**config.mk**
```make
export PLATFORM = sky130hd
export DESIGN_NAME = hazard_ctrl
export DESIGN_NICKNAME = d
export VERILOG_FILES = /design/src/rtl/hazard_ctrl_pkg.sv /design/src/rtl/hazard_ctrl_hz_field_decode.sv /design/src/rtl/hazard_ctrl.sv
export SDC_FILE = /design/constraint.sdc
export NUM_CORES = 1
export LEC_CHECK = 0
export CAP_MARGIN = 20
export CORE_ASPECT_RATIO = 1.1
export CORE_MARGIN = 2
export CORE_UTILIZATION = 40
export DETAILED_ROUTE_END_ITERATION = 10
export MAX_ROUTING_LAYER = met4
export PLACE_DENSITY = 0.66
export SLEW_MARGIN = 0
export SYNTH_ARGS = -nofsm -noshare
export SYNTH_HDL_FRONTEND = slang
export SYNTH_SLANG_ARGS = --single-unit
export TNS_END_PERCENT = 100
```
**constraint.sdc**
```tcl
create_clock -name clk -period 2.5 [get_ports clk]
set_input_delay 0.25 -clock clk [delete_from_list [all_inputs] [get_ports clk]]
set_output_delay 0.25 -clock clk [all_outputs]
set_load 0.03 [all_outputs]
```
**src/rtl/hazard_ctrl_pkg.sv**
```systemverilog
// Shared definitions for the RV32I pipeline hazard controller: opcodes,
// forward-select encodings, per-stage shadow record and FSM states.
package hazard_ctrl_pkg;

    localparam logic [6:0] OP_R     = 7'b0110011;
    localparam logic [6:0] OP_I     = 7'b0010011;
    localparam logic [6:0] OP_LOAD  = 7'b0000011;
    localparam logic [6:0] OP_S     = 7'b0100011;
    localparam logic [6:0] OP_B     = 7'b1100011;
    localparam logic [6:0] OP_JAL   = 7'b1101111;
    localparam logic [6:0] OP_JALR  = 7'b1100111;
    localparam logic [6:0] OP_LUI   = 7'b0110111;
    localparam logic [6:0] OP_AUIPC = 7'b0010111;

    localparam logic [1:0] FWD_RF  = 2'b00;
    localparam logic [1:0] FWD_MEM = 2'b01;
    localparam logic [1:0] FWD_WB  = 2'b10;

    // Register-usage summary carried alongside each instruction in the pipe
    typedef struct packed {
        logic [4:0] rs1;
        logic [4:0] rs2;
        logic [4:0] rd;
        logic       uses_rs1;
        logic       uses_rs2;
        logic       regwen;
        logic       is_load;
    } stage_t;

    localparam stage_t STAGE_BUBBLE = '{rs1: 5'd0, rs2: 5'd0, rd: 5'd0,
                                        uses_rs1: 1'b0, uses_rs2: 1'b0,
                                        regwen: 1'b0, is_load: 1'b0};

    typedef enum logic [0:0] {
        ST_RUN   = 1'b0,
        ST_MWAIT = 1'b1
    } state_t;

    // Operand source for one EX source register; MEM wins over WB because
    // it holds the younger result. Loads in MEM have no data yet.
    function automatic logic [1:0] fwd_sel(input logic [4:0] rs,
                                           input logic       uses,
                                           input stage_t     mem,
                                           input stage_t     wb);
        logic [1:0] sel;
        if (uses && mem.regwen && !mem.is_load && (mem.rd == rs)) begin
            sel = FWD_MEM;
        end else if (uses && wb.regwen && (wb.rd == rs)) begin
            sel = FWD_WB;
        end else begin
            sel = FWD_RF;
        end
        return sel;
    endfunction

endpackage

```
**src/rtl/hazard_ctrl_hz_field_decode.sv**
```systemverilog
// Combinational decode of the ID-stage instruction into the register-usage
// record tracked by the hazard controller. A bubble decodes to all zeros.
module hz_field_decode
    import hazard_ctrl_pkg::*;
(
    input  logic [31:0] instr,
    input  logic        valid,
    output stage_t      fields
);

    logic [6:0] opcode;
    logic       unused_bits;

    assign opcode      = instr[6:0];
    assign unused_bits = ^{instr[31:25], instr[14:12]};

    // Extract source/destination registers and classify the opcode
    always_comb begin
        fields = STAGE_BUBBLE;
        if (valid) begin
            fields.rs1      = instr[19:15];
            fields.rs2      = instr[24:20];
            fields.rd       = instr[11:7];
            fields.uses_rs1 = (opcode != OP_LUI) && (opcode != OP_AUIPC) && (opcode != OP_JAL);
            fields.uses_rs2 = (opcode == OP_R) || (opcode == OP_S) || (opcode == OP_B);
            fields.regwen   = (opcode != OP_S) && (opcode != OP_B) && (instr[11:7] != 5'd0);
            fields.is_load  = (opcode == OP_LOAD);
        end else begin
            fields = STAGE_BUBBLE;
        end
    end

endmodule

```
**src/rtl/hazard_ctrl.sv**
```systemverilog
// Pipeline hazard controller for the 5-stage RV32I core: memory-wait freeze,
// branch flush, load-use stall, operand forwarding and a stall-cycle counter.
module hazard_ctrl
    import hazard_ctrl_pkg::*;
#(
    parameter int CNT_W = 32
) (
    input  logic             clk,
    input  logic             rst,
    input  logic [31:0]      id_instr,
    input  logic             id_valid,
    input  logic             ex_pcsel,
    input  logic             dmem_req,
    input  logic             dmem_ready,
    output logic             pc_en,
    output logic             ifid_en,
    output logic             ifid_flush,
    output logic             idex_flush,
    output logic             pipe_en,
    output logic [1:0]       fwd_a,
    output logic [1:0]       fwd_b,
    output logic [CNT_W-1:0] stall_cnt
);

    stage_t id_fields;
    stage_t ex_r;
    stage_t mem_r;
    stage_t wb_r;
    state_t state_r;
    logic   freeze;
    logic   load_use;

    hz_field_decode u_decode (
        .instr  (id_instr),
        .valid  (id_valid),
        .fields (id_fields)
    );

    // Freeze while memory is outstanding; the completing cycle advances
    always_comb begin
        freeze = 1'b0;
        case (state_r)
            ST_RUN:   freeze = dmem_req && !dmem_ready;
            ST_MWAIT: freeze = !dmem_ready;
            default:  freeze = 1'b0;
        endcase
    end

    // Load in EX whose destination is read by the real instruction in ID
    always_comb begin
        load_use = 1'b0;
        if (ex_r.is_load && (ex_r.rd != 5'd0) && id_valid) begin
            load_use = (id_fields.uses_rs1 && (id_fields.rs1 == ex_r.rd)) ||
                       (id_fields.uses_rs2 && (id_fields.rs2 == ex_r.rd));
        end else begin
            load_use = 1'b0;
        end
    end

    // Pipeline enables and flushes: freeze, then redirect, then load-use
    always_comb begin
        pc_en      = 1'b1;
        ifid_en    = 1'b1;
        ifid_flush = 1'b0;
        idex_flush = 1'b0;
        pipe_en    = 1'b1;
        if (freeze) begin
            pc_en   = 1'b0;
            ifid_en = 1'b0;
            pipe_en = 1'b0;
        end else if (ex_pcsel) begin
            ifid_flush = 1'b1;
            idex_flush = 1'b1;
        end else if (load_use) begin
            pc_en      = 1'b0;
            ifid_en    = 1'b0;
            idex_flush = 1'b1;
        end else begin
            pc_en = 1'b1;
        end
    end

    // Forward selects follow the shadow stages regardless of freeze
    always_comb begin
        fwd_a = fwd_sel(ex_r.rs1, ex_r.uses_rs1, mem_r, wb_r);
        fwd_b = fwd_sel(ex_r.rs2, ex_r.uses_rs2, mem_r, wb_r);
    end

    // Memory-wait state machine
    always_ff @(posedge clk or posedge rst) begin
        if (rst) begin
            state_r <= ST_RUN;
        end else begin
            case (state_r)
                ST_RUN:   state_r <= (dmem_req && !dmem_ready) ? ST_MWAIT : ST_RUN;
                ST_MWAIT: state_r <= dmem_ready ? ST_RUN : ST_MWAIT;
                default:  state_r <= ST_RUN;
            endcase
        end
    end

    // Shadow EX/MEM/WB register-usage records advance with the pipe
    always_ff @(posedge clk or posedge rst) begin
        if (rst) begin
            ex_r  <= STAGE_BUBBLE;
            mem_r <= STAGE_BUBBLE;
            wb_r  <= STAGE_BUBBLE;
        end else if (!freeze) begin
            ex_r  <= idex_flush ? STAGE_BUBBLE : id_fields;
            mem_r <= ex_r;
            wb_r  <= mem_r;
        end else begin
            ex_r  <= ex_r;
            mem_r <= mem_r;
            wb_r  <= wb_r;
        end
    end

    // Saturating count of cycles in which the PC did not advance
    always_ff @(posedge clk or posedge rst) begin
        if (rst) begin
            stall_cnt <= {CNT_W{1'b0}};
        end else if (!pc_en && (stall_cnt != {CNT_W{1'b1}})) begin
            stall_cnt <= stall_cnt + {{(CNT_W-1){1'b0}}, 1'b1};
        end else begin
            stall_cnt <= stall_cnt;
        end
    end

endmodule

```
# Yosys cells after proc, flatten, opt, wreduce, memory -nomap -nowiden
# Index checks and enable logic that the tools add are counted.
[op_classes]
addsub = 1
eq_ne = 16
n_mux = 20
bitwise = 1
n_reduce_logical = 28
[op_table]
columns = ["operator", "count"]
rows = [
  ["$mux W19", 2],
  ["$add A32 B1 Y32 const B", 1],
  ["$ne A32 B32 Y1 const B", 1],
  ["$eq A5 B5 Y1", 6],
  ["$logic_and A1 B1 Y1", 20],
  ["$eq A7 B6 Y1 const B", 2],
  ["$ne A7 B6 Y1 const B", 2],
  ["$ne A7 B7 Y1 const B", 2],
  ["$mux W1", 12],
  ["$reduce_bool A5 Y1", 2],
  ["$mux W2", 4],
  ["$eq A7 B2 Y1 const B", 1],
  ["$eq A7 B7 Y1 const B", 1],
  ["$ne A7 B5 Y1 const B", 1],
  ["$pmux W1 S2", 2],
  ["$logic_not A1 Y1", 3],
  ["$logic_or A1 B1 Y1", 3],
  ["$not A1 Y1", 1],
]
[totals]
reg_bits = 65
inputBits = 38
output_inout_bits = 41
elab_cells = 80

# Logic depth before layout (Yosys ltp)
[logic_depth]
depth_word = 13
mapped_depth = 8
mapped_depth_nobuf = 7

# Modules after synthesis
# A second synthesis with hierarchy kept.
[unflattened]
cells_unflattened = 317
area_unflattened_um2 = 3429.5
[by_module_without_submodules]
columns = ["module", "instances", "cells_per_inst", "area_each_um2", "seq_area_each_um2"]
rows = [
  ["hazard_ctrl", 1, 288, 3240.6, 1626.6],
  ["hz_field_decode", 1, 29, 188.9, 0.0],
]

# Worst setup path before layout
# Ideal clock, no wire load.
[synth_path]
path_type = "register -> output"
from = "reg ex_r[4] (netlist bit)"
to = "out pc_en"
arrival_time_ps = 2173
required_time_ps = 2250
slack_ps = 77
path_stages_with_launch = 8
n_path_buf = 3
cell_sequence = "dfrtp_1 > buf_2 > or4_1 > o211ai_2 > nor2_2 > a221oi_4 > buf_2 > buf_4"
[synth_between]
elab_chain_cells = 7
word_cells_on_any_way = 12
cone_classes = "eq/ne: 2; mux: 4; reduce/logical: 6"
[synth_rtl]
columns = ["item", "line", "source"]
rows = [
  ["from (decl)", "hazard_ctrl.sv:26", "stage_t ex_r;"],
  ["from (signal assigned)", "hazard_ctrl.sv:109", "ex_r <= idex_flush ? STAGE_BUBBLE : id_fields;"],
  ["from (signal assigned)", "hazard_ctrl.sv:113", "ex_r <= ex_r;"],
  ["$eq A5 B5 Y1, or another cell as far along", "hazard_ctrl.sv:53", "load_use = (id_fields.uses_rs1 && (id_fields.rs1 == ex_r.rd)) ||"],
  ["$logic_and A1 B1 Y1 (on tied branches)", "hazard_ctrl.sv:53, hazard_ctrl.sv:52, hazard_ctrl.sv:54", ""],
  ["$logic_or A1 B1 Y1 or $logic_and A1 B1 Y1 (tied branches)", "hazard_ctrl.sv:53, hazard_ctrl.sv:52", ""],
  ["$mux W1 (*)", "hazard_ctrl.sv:52", "if (ex_r.is_load && (ex_r.rd != 5'd0) && id_valid) begin"],
  ["$mux W1 (*) (3 in series)", "--", ""],
  ["to (decl)", "hazard_ctrl.sv:15", "output logic pc_en,"],
]
# Mark *: on every way between the ends. The rest lies on a longest branch, timed or not.

# Worst setup path after layout
[layout_path]
from = "reg ex_r[4] (netlist bit)"
to = "out pc_en"
[layout_between]
elab_chain_cells = 7
word_cells_on_any_way = 12
cone_classes = "eq/ne: 2; mux: 4; reduce/logical: 6"
[layout_rtl]
columns = ["item", "line", "source"]
rows = [
  ["$eq A5 B5 Y1, or another cell as far along", "hazard_ctrl.sv:53", ""],
  ["$logic_and A1 B1 Y1 (on tied branches)", "hazard_ctrl.sv:53, hazard_ctrl.sv:52, hazard_ctrl.sv:54", ""],
  ["$logic_or A1 B1 Y1 or $logic_and A1 B1 Y1 (tied branches)", "hazard_ctrl.sv:53, hazard_ctrl.sv:52", ""],
  ["$mux W1 (*)", "hazard_ctrl.sv:52", ""],
  ["$mux W1 (*)", "hazard_ctrl.sv:74", "end else if (load_use) begin"],
  ["$mux W1 (*)", "hazard_ctrl.sv:71", "end else if (ex_pcsel) begin"],
  ["$mux W1 (*)", "hazard_ctrl.sv:67", "if (freeze) begin"],
]
# Marks and branches as above.

==> results.py <==
metrics = {
    "detailed_routing": {
        "wl_per_cell_um": 15.6,
        "routed_wirelength_mm": 8.91,
        "firstDrtPassIters": 4,
        "vias": 3054,
        "post-route-drc-count": 0,
        "drt_iter0_drc": 170,
        "viasPerCell": 5.34,
        "antenna_left": 0,
    },
    "logic_synthesis": {
        "synthArstFlopShare_pct": 100,
        "syn_avg_cell_area_um2": 9.72,
        "synth_cells": 356,
        "ys_top_cells_by_area": "dfrtp_1 (47%), xor2_1 (7.1%), nand2_1 (6.8%)",
        "ys.flop_type": "dfrtp_1",
        "yosysWarnings": 0,
        "synth_seq_cells": 65,
        "yosys.area.top_type_share_pct": 47.0,
        "yosysSeqAreaShare_pct": 47.0,
        "synth_area_um2": 3460,
        "synth_edf_count": 0,
        "synth.distinct_cells": 45,
        "syn-num-nets": 395,
        "yosysTopAreaCell": "dfrtp_1",
    },
    "finish": {
        "layout_commonest_cell": "clkdlybuf4s50_1",
        "area_delta_synth_final_pct": 41.2,
        "final_net_count": 496,
        "antennaDiodeCount": 0,
        "drive_gt1_share_pct": 17.8,
        "fillCellCount": 750,
        "layout_common_cells": "clkdlybuf4s50_1 (65), nand2_1 (63), dfrtp_1 (63)",
    },
    "floorplanning": {
        "die_width_um": 92.7,
        "io-pin-count": 79,
        "die_area_um2": 9420,
        "die_y_um": 102,
        "coreArea_um2": 8410,
        "rows": 35,
        "initial_utilization_pct": 41.2,
    },
    "setup_path": {
        "arrival_ns": 2.19,
        "crit_fanout": 4,
        "worst-setup-path-type": "reg -> out",
        "critPathCaptureType": "primary output",
        "crit_required_ns": 2.25,
        "start_kind": "flip-flop",
        "ff2ff_setup_slack_ns": 0.09,
    },
    "sta": {
        "max_freq_mhz": 410,
        "maxSlewViolCount": 0,
        "rsz0062_at_grt": "true",
        "hold_slack_ns": 0.314,
        "worst_slew_pin_slew_ns": 0.371,
        "fin_skew_ns": 0.00704,
        "fin_crit_ns": 2.44,
        "hold_viol": 0,
        "post-route-period-util_pct": 97.7,
        "setup_viol": 0,
        "setup_slack_ns": 0.0585,
        "maxSlewHeadroom_pct": 75.1,
    },
    "run": {
        "drv_cap": 0,
    },
    "power_and_ir_drop": {
        "p_total_mw": 2.93,
        "peakVddDrop_mv": 0.346,
        "p_leak_nw": 2.11,
        "power_density_nw_per_um2": 600,
    },
    "placed_design": {
        "dp_hpwl_mm": 6.27,
        "dp_slack_ns": -0.0845,
        "port_buffers": 68,
        "gp_congestion": 0.800,
    },
    "global_route": {
        "grt_pass1_wl_mm": 14.5,
        "grt_max_degree": 66,
        "grt_util_all_layers_pct": 20.3,
        "grt_overflow": 0,
        "grt_pass1_vias": 3007,
        "antenna_found_initial": 0,
    },
    "clock_network": {
        "clk_pin_slew_worst_paths_ns": 0.07,
        "htree_levels": 3,
        "ctsLongestPathBuffers": 2,
        "clk_latency_ns": 0.33,
        "cts_tree": "built",
        "cts_sinks": 65,
        "clock-root-buffer": "clkbuf_8",
        "cts_made_buffers": 9,
    },
    "status": {
        "status": "completed",
    },
    "min_path": {
        "hold_class": "in -> async",
    },
}
[cell type report]
class | instances | area, um2 | area share, %
multi-input combinational | 269 | 1900 | 38.8
sequential | 65 | 1630 | 33.3
timing repair buffer | 106 | 1020 | 20.9
tap | 111 | 139 | 2.84
clock buffer | 11 | 131 | 2.69
clock inverter | 4 | 45.0 | 0.921
inverter | 6 | 22.5 | 0.461
[per-stage QoR]
| step | util [%] | setup TNS (ns) | instance area [um2] | instances |
|---|---|---|---|---|
| 2_1_floorplan | - | 0 | 3460 | 356 |
| 3_3_place_gp | 52.7 | -0.217 | 4430 | 547 |
| 3_5_place_dp | 52.7 | -0.478 | 4430 | 547 |
| 4_1_cts | 55.9 | -0.0416 | 4700 | 570 |
| 5_1_grt | 58.1 | -0.211 | 4890 | 572 |
| 6_report | 58.1 | 0 | 4890 | 572 |
[synthesized netlist by cell type (2+ instances only)]
| cell | n |
|---|---|
| dfrtp_1 | 65 |
| nand2_1 | 63 |
| xor2_1 | 28 |
| xnor2_1 | 26 |
| nand3_1 | 20 |
| nor2_1 | 18 |
| nor3_1 | 17 |
| a22o_1 | 16 |
| nand4_1 | 14 |
| nor4_1 | 11 |
| clkbuf_1 | 9 |
| a21oi_1 | 5 |
| and3_1 | 5 |
| buf_2 | 5 |
| inv_1 | 5 |
| and2_1 | 4 |
| and4_1 | 3 |
| mux2_1 | 3 |
| nor4b_1 | 3 |
| o31ai_1 | 3 |
| or4_1 | 3 |
| nand2b_1 | 2 |
| nand4b_1 | 2 |
| nor2_2 | 2 |
| nor2b_1 | 2 |
| o2111a_1 | 2 |
| o21ai_0 | 2 |
[worst max-delay path: stages (launching register included)]
cell and delay, ns:
dfrtp_1 0.40, or4_4 0.53, o211ai_4 0.26, nor2_4 0.07
a221oi_4 0.33, buf_12 0.16, buf_8 0.12
[logic make-up after synthesis]
kind of cell	after synthesis	synth area share, %
compound gates	36	9.00
xor+xnor	54	13.7
fa+ha+maj	1	0.361
buf+inv	22	2.89
flops	65	47.0
mux	5	1.70
simple gates	173	25.4
[path summary, 6_finish.rpt]
path	start	to	cells past startpoint
max in group asynchronous	rst	ex_r[5]	3
max	ex_r[4]	pc_en	6
max reg2reg	ex_r[5]	stall_cnt[22]	10
min reg2reg	mem_r[0]	mem_r[0]	2
min in group clk	mem_r[0]	mem_r[0]	2
min	rst	wb_r[5]	3
[report_power, final]
group	leakage (nW)	switching, mW	total, mW	internal, mW
clock network	0.0929	0.391	0.842	0.451
registers	0.845	0.129	1.29	1.16
logic	1.17	0.421	0.799	0.378
[what timing repair did]
item / CTS / global route
cloned: 1 / 0
endpoints found under the setup margin: 3 / 21
gates resized for setup: 3 / 29
buffers inserted: 7 / 2
hold endpoints to repair: 0 / 0
pin swaps: 2 / 2
hold buffers: 0 / 0
[routing by layer]
metal / global-route usage [%] / share of wire (%)
met5: - / 0
met4: 6.33 / 1.4
met3: 4.24 / 3.6
met2: 32.1 / 50
met1: 26.3 / 44
[state kept, by name (all words and copies together), names as in the netlist]
signal and count:
ex_r 19, mem_r 7, stall_cnt 32, state_r 1, wb_r 6
Note: power is estimated with default switching activity, not from simulation.
==> patch 1 (config.mk and constraints unchanged) <==
Put one more register stage on the output `stall_cnt`, with the module's reset. The value now appears one clock later. The other outputs are not delayed to match.
--- a/src/rtl/hazard_ctrl.sv
+++ b/src/rtl/hazard_ctrl.sv
@@ -22,4 +22,6 @@
     output logic [CNT_W-1:0] stall_cnt
 );
+
+    logic [CNT_W-1:0] stall_cnt_s0;
 
     stage_t id_fields;
@@ -120,9 +122,17 @@
     always_ff @(posedge clk or posedge rst) begin
         if (rst) begin
-            stall_cnt <= {CNT_W{1'b0}};
-        end else if (!pc_en && (stall_cnt != {CNT_W{1'b1}})) begin
-            stall_cnt <= stall_cnt + {{(CNT_W-1){1'b0}}, 1'b1};
+            stall_cnt_s0 <= {CNT_W{1'b0}};
+        end else if (!pc_en && (stall_cnt_s0 != {CNT_W{1'b1}})) begin
+            stall_cnt_s0 <= stall_cnt_s0 + {{(CNT_W-1){1'b0}}, 1'b1};
         end else begin
-            stall_cnt <= stall_cnt;
+            stall_cnt_s0 <= stall_cnt_s0;
+        end
+    end
+
+    always_ff @(posedge clk or posedge rst) begin
+        if (rst) begin
+            stall_cnt <= '0;
+        end else begin
+            stall_cnt <= stall_cnt_s0;
         end
     end
Behaviour: not the same (Yosys sat finds a counterexample within 4 cycles, from zero or initial values and one cycle with rst high).
==> patch 1 against the unedited design <==
- clock skew about the same
- critical endpoint is now ifid_en
- sequential cell count is 32 higher
- power up 42%
- non-clock buffer count decreased by 21
- routed wire length is 6.0% higher
- critical path type unchanged
- die area increased by 22%
- sequential power grew 49%
- design area grew 14%
- synthesized area grew 23%
- setup slack improved by 0.051 ns
- fmax up 2.1%
==> patch 1: results (changes against the unedited design) <==
status finished, final reports clean (unchanged); Area contributors post-synth dfrtp_1 (57%), xor2_1 (7.0%), nand2_1 (4.9%) (was dfrtp_1 (47%), xor2_1 (7.1%), nand2_1 (6.8%)); routed length on met1 4134 um (was 3960 um); placed insts 585 (was 547); first-pass GRT wire length 16,010 um (was 14,530 um); Total GRT Usage 0.1852 (was 0.2026); Filler cells 932 (was 750); Leak Pwr 2.474 nW (was 2.106 nW); post-CTS setup buffers 0 (was 7); routability cong. 0.8807 (was 0.8001); Commonest cells post-synth dfrtp_1 (97), nand2_1 (56), xor2_1 (34), xnor2_1 (24), nor2_1 (20) (was dfrtp_1 (65), nand2_1 (63), xor2_1 (28), xnor2_1 (26), nand3_1 (20)); dpl ws -0.08521 ns (was -0.08450 ns); die width 102.4 um (was 92.71 um); CP delay by family, top compound AO/OA/AOI/OAI gates (was simple AND/OR/NAND/NOR gates); slew margin rel. 0.5419 (was 0.7508); Synth Area in Compound Gates 0.06927 (was 0.08999); WL met3 390 um (was 324 um); Layout Nets 492 (was 496); R2R Setup Slk 0.26 ns (was 0.09 ns); worst-path fanout max 14 (was 4); reg2reg start ex_r[7]$_DFFE_PP0P_ (was ex_r[5]$_DFFE_PP0P_); root buffer cell clkbuf_16 (was clkbuf_8); met2 wire len 4693 um (was 4499 um); Yosys cell types 42 (was 45); Inverters 2 (was 6); DP Area 5192 um^2 (was 4434 um^2); r2r endpoint stall_cnt_s0[26]$_DFFE_PP0P_ (was stall_cnt[22]$_DFFE_PP0P_); Syn Nets 414 (was 395); vias in the first global route 3,210 (was 3,007); dpl hpwl 6912 um (was 6267 um); Iteration-0 DRC Markers 91 (was 170); Non-CTS buffers 85 (was 106); #MultiIn Comb 258 (was 269); grt met1 use 0.2325 (was 0.2630); Arr. time, crit path 2.14 ns (was 2.19 ns); non-clk buf share 0.1536 (was 0.2094); Synth Instances 375 (was 356); sequential cell count 97 (was 65); largest net degree at the start of global routing 40 (was 66)
[patch 1: power by group through the flow]
stage | logic, mW | clock network [mW] | registers (mW)
2_1_floorplan | 0.303 | 0 | 2.06
3_3_place_gp | 0.740 | 0 | 1.94
3_5_place_dp | 0.752 | 0 | 1.95
4_1_cts | 0.757 | 1.54 | 1.92
5_1_grt | 0.814 | 1.60 | 1.95
6_report | 0.749 | 1.50 | 1.92
[patch 1: how the worst max path moves through the flow]
stage | start | end | slack (ns) | cells past startpoint
after floorplan | ex_r[4]$_DFFE_PP0P_ | pc_en | 0.41 | 7
after global placement | id_valid | stall_cnt_s0[26]$_DFFE_PP0P_ | -0.02 | 8
after detailed placement | id_valid | stall_cnt_s0[26]$_DFFE_PP0P_ | -0.09 | 8
after CTS | ex_r[7]$_DFFE_PP0P_ | idex_flush | 0.03 | 7
after global routing | ex_r[7]$_DFFE_PP0P_ | idex_flush | -0.001 | 7
final | ex_r[5]$_DFFE_PP0P_ | ifid_en | 0.11 | 6
==> patch 2 (config.mk and constraints unchanged) <==
Without the edit above. Change the parameter `CNT_W` from 32 to 64.
--- a/src/rtl/hazard_ctrl.sv
+++ b/src/rtl/hazard_ctrl.sv
@@ -4,5 +4,5 @@
     import hazard_ctrl_pkg::*;
 #(
-    parameter int CNT_W = 32
+    parameter int CNT_W = 64
 ) (
     input  logic             clk,
Interface: changed (resized stall_cnt); port bits go from 79 to 111. No check against the original RTL was run, so the function may have changed too.
==> patch 2 against the unedited design <==
- critical path depth is 2 lower
- setup slack improved by 0.037 ns
- synthesized area up 43%
- sequential cell count grew 32
- design area grew 41%
- clock power increased by 71%
- sequential power is 36% higher
- power rose by 30%
- routed wire length up 42%
==> patch 2: results (changes against the unedited design) <==
Routed WL per cell 15.85 um (was 15.58 um); routed length on met1 5629 um (was 3960 um); Clock buffer cells 12 (was 11); vias in the first global route 4,365 (was 3,007); R2R Setup Slk 0.13 ns (was 0.09 ns); post-route insts no fill 801 (was 572); status finished, final reports clean (unchanged); post-synthesis mux area share 0 (was 0.01699); Slowest cell on crit path clkdlybuf4s50_1 (was or4_4); Arr. time, crit path 2.15 ns (was 2.19 ns); Non-CTS buffers 159 (was 106); Inverters 11 (was 6); max incr delay on CP 0.73 ns (was 0.53 ns); slew margin rel. 0.7509 (was 0.7508); CP delay by family, top buffers and inverters (was simple AND/OR/NAND/NOR gates); WL met3 567 um (was 324 um); clock network area share 0.04607 (was 0.03609); PortBufs 100 (was 68); grt met3 use 0.03612 (was 0.04241); post-synthesis xor/xnor area fraction 0.1574 (was 0.1366); Area contributors post-synth dfrtp_1 (49%), xnor2_1 (11%), nand4_1 (5.3%) (was dfrtp_1 (47%), xor2_1 (7.1%), nand2_1 (6.8%)); share of cells above drive strength 1 0.1437 (was 0.1779); Layout Skew 0.01094 ns (was 0.007038 ns); Net Switching 1.012 mW (was 0.9410 mW); DP Area 6509 um^2 (was 4434 um^2); #MultiIn Comb 364 (was 269); Largest regs stall_cnt x64, ex_r x19, mem_r x7 (was stall_cnt x32, ex_r x19, mem_r x7); Iteration-0 DRC Markers 228 (was 170)
## patch 2: cell types whose count changed in the layout (fill, tap and decap cells not counted), sizes merged, moves of 5 or more
| cell | before | now |
|---|---|---|
| buf | 40 | 62 |
| clkdlybuf4s50 | 65 | 96 |
| dfrtp | 65 | 97 |
| inv | 5 | 10 |
| nand2 | 63 | 68 |
| nand3 | 20 | 31 |
| nand4 | 14 | 43 |
| nor3 | 17 | 23 |
| nor4 | 12 | 18 |
| o21ai | 2 | 7 |
| xnor2 | 26 | 60 |
## patch 2: through the flow
stage	utilization	power (mW)	hold slack [ns]
after floorplan	-	2.118	0.3827
after detailed placement	0.5385	2.392	0.4648
after global placement	0.5385	2.374	0.4546
final	0.5685	3.797	0.2354
after CTS	0.5652	3.830	0.2486
after global routing	0.5685	3.953	0.2670
## patch 2: timing repair
action	4_1_cts	5_1_grt
resized for setup	1	8
setup endpoints to repair	11	22
pin swaps	1	1
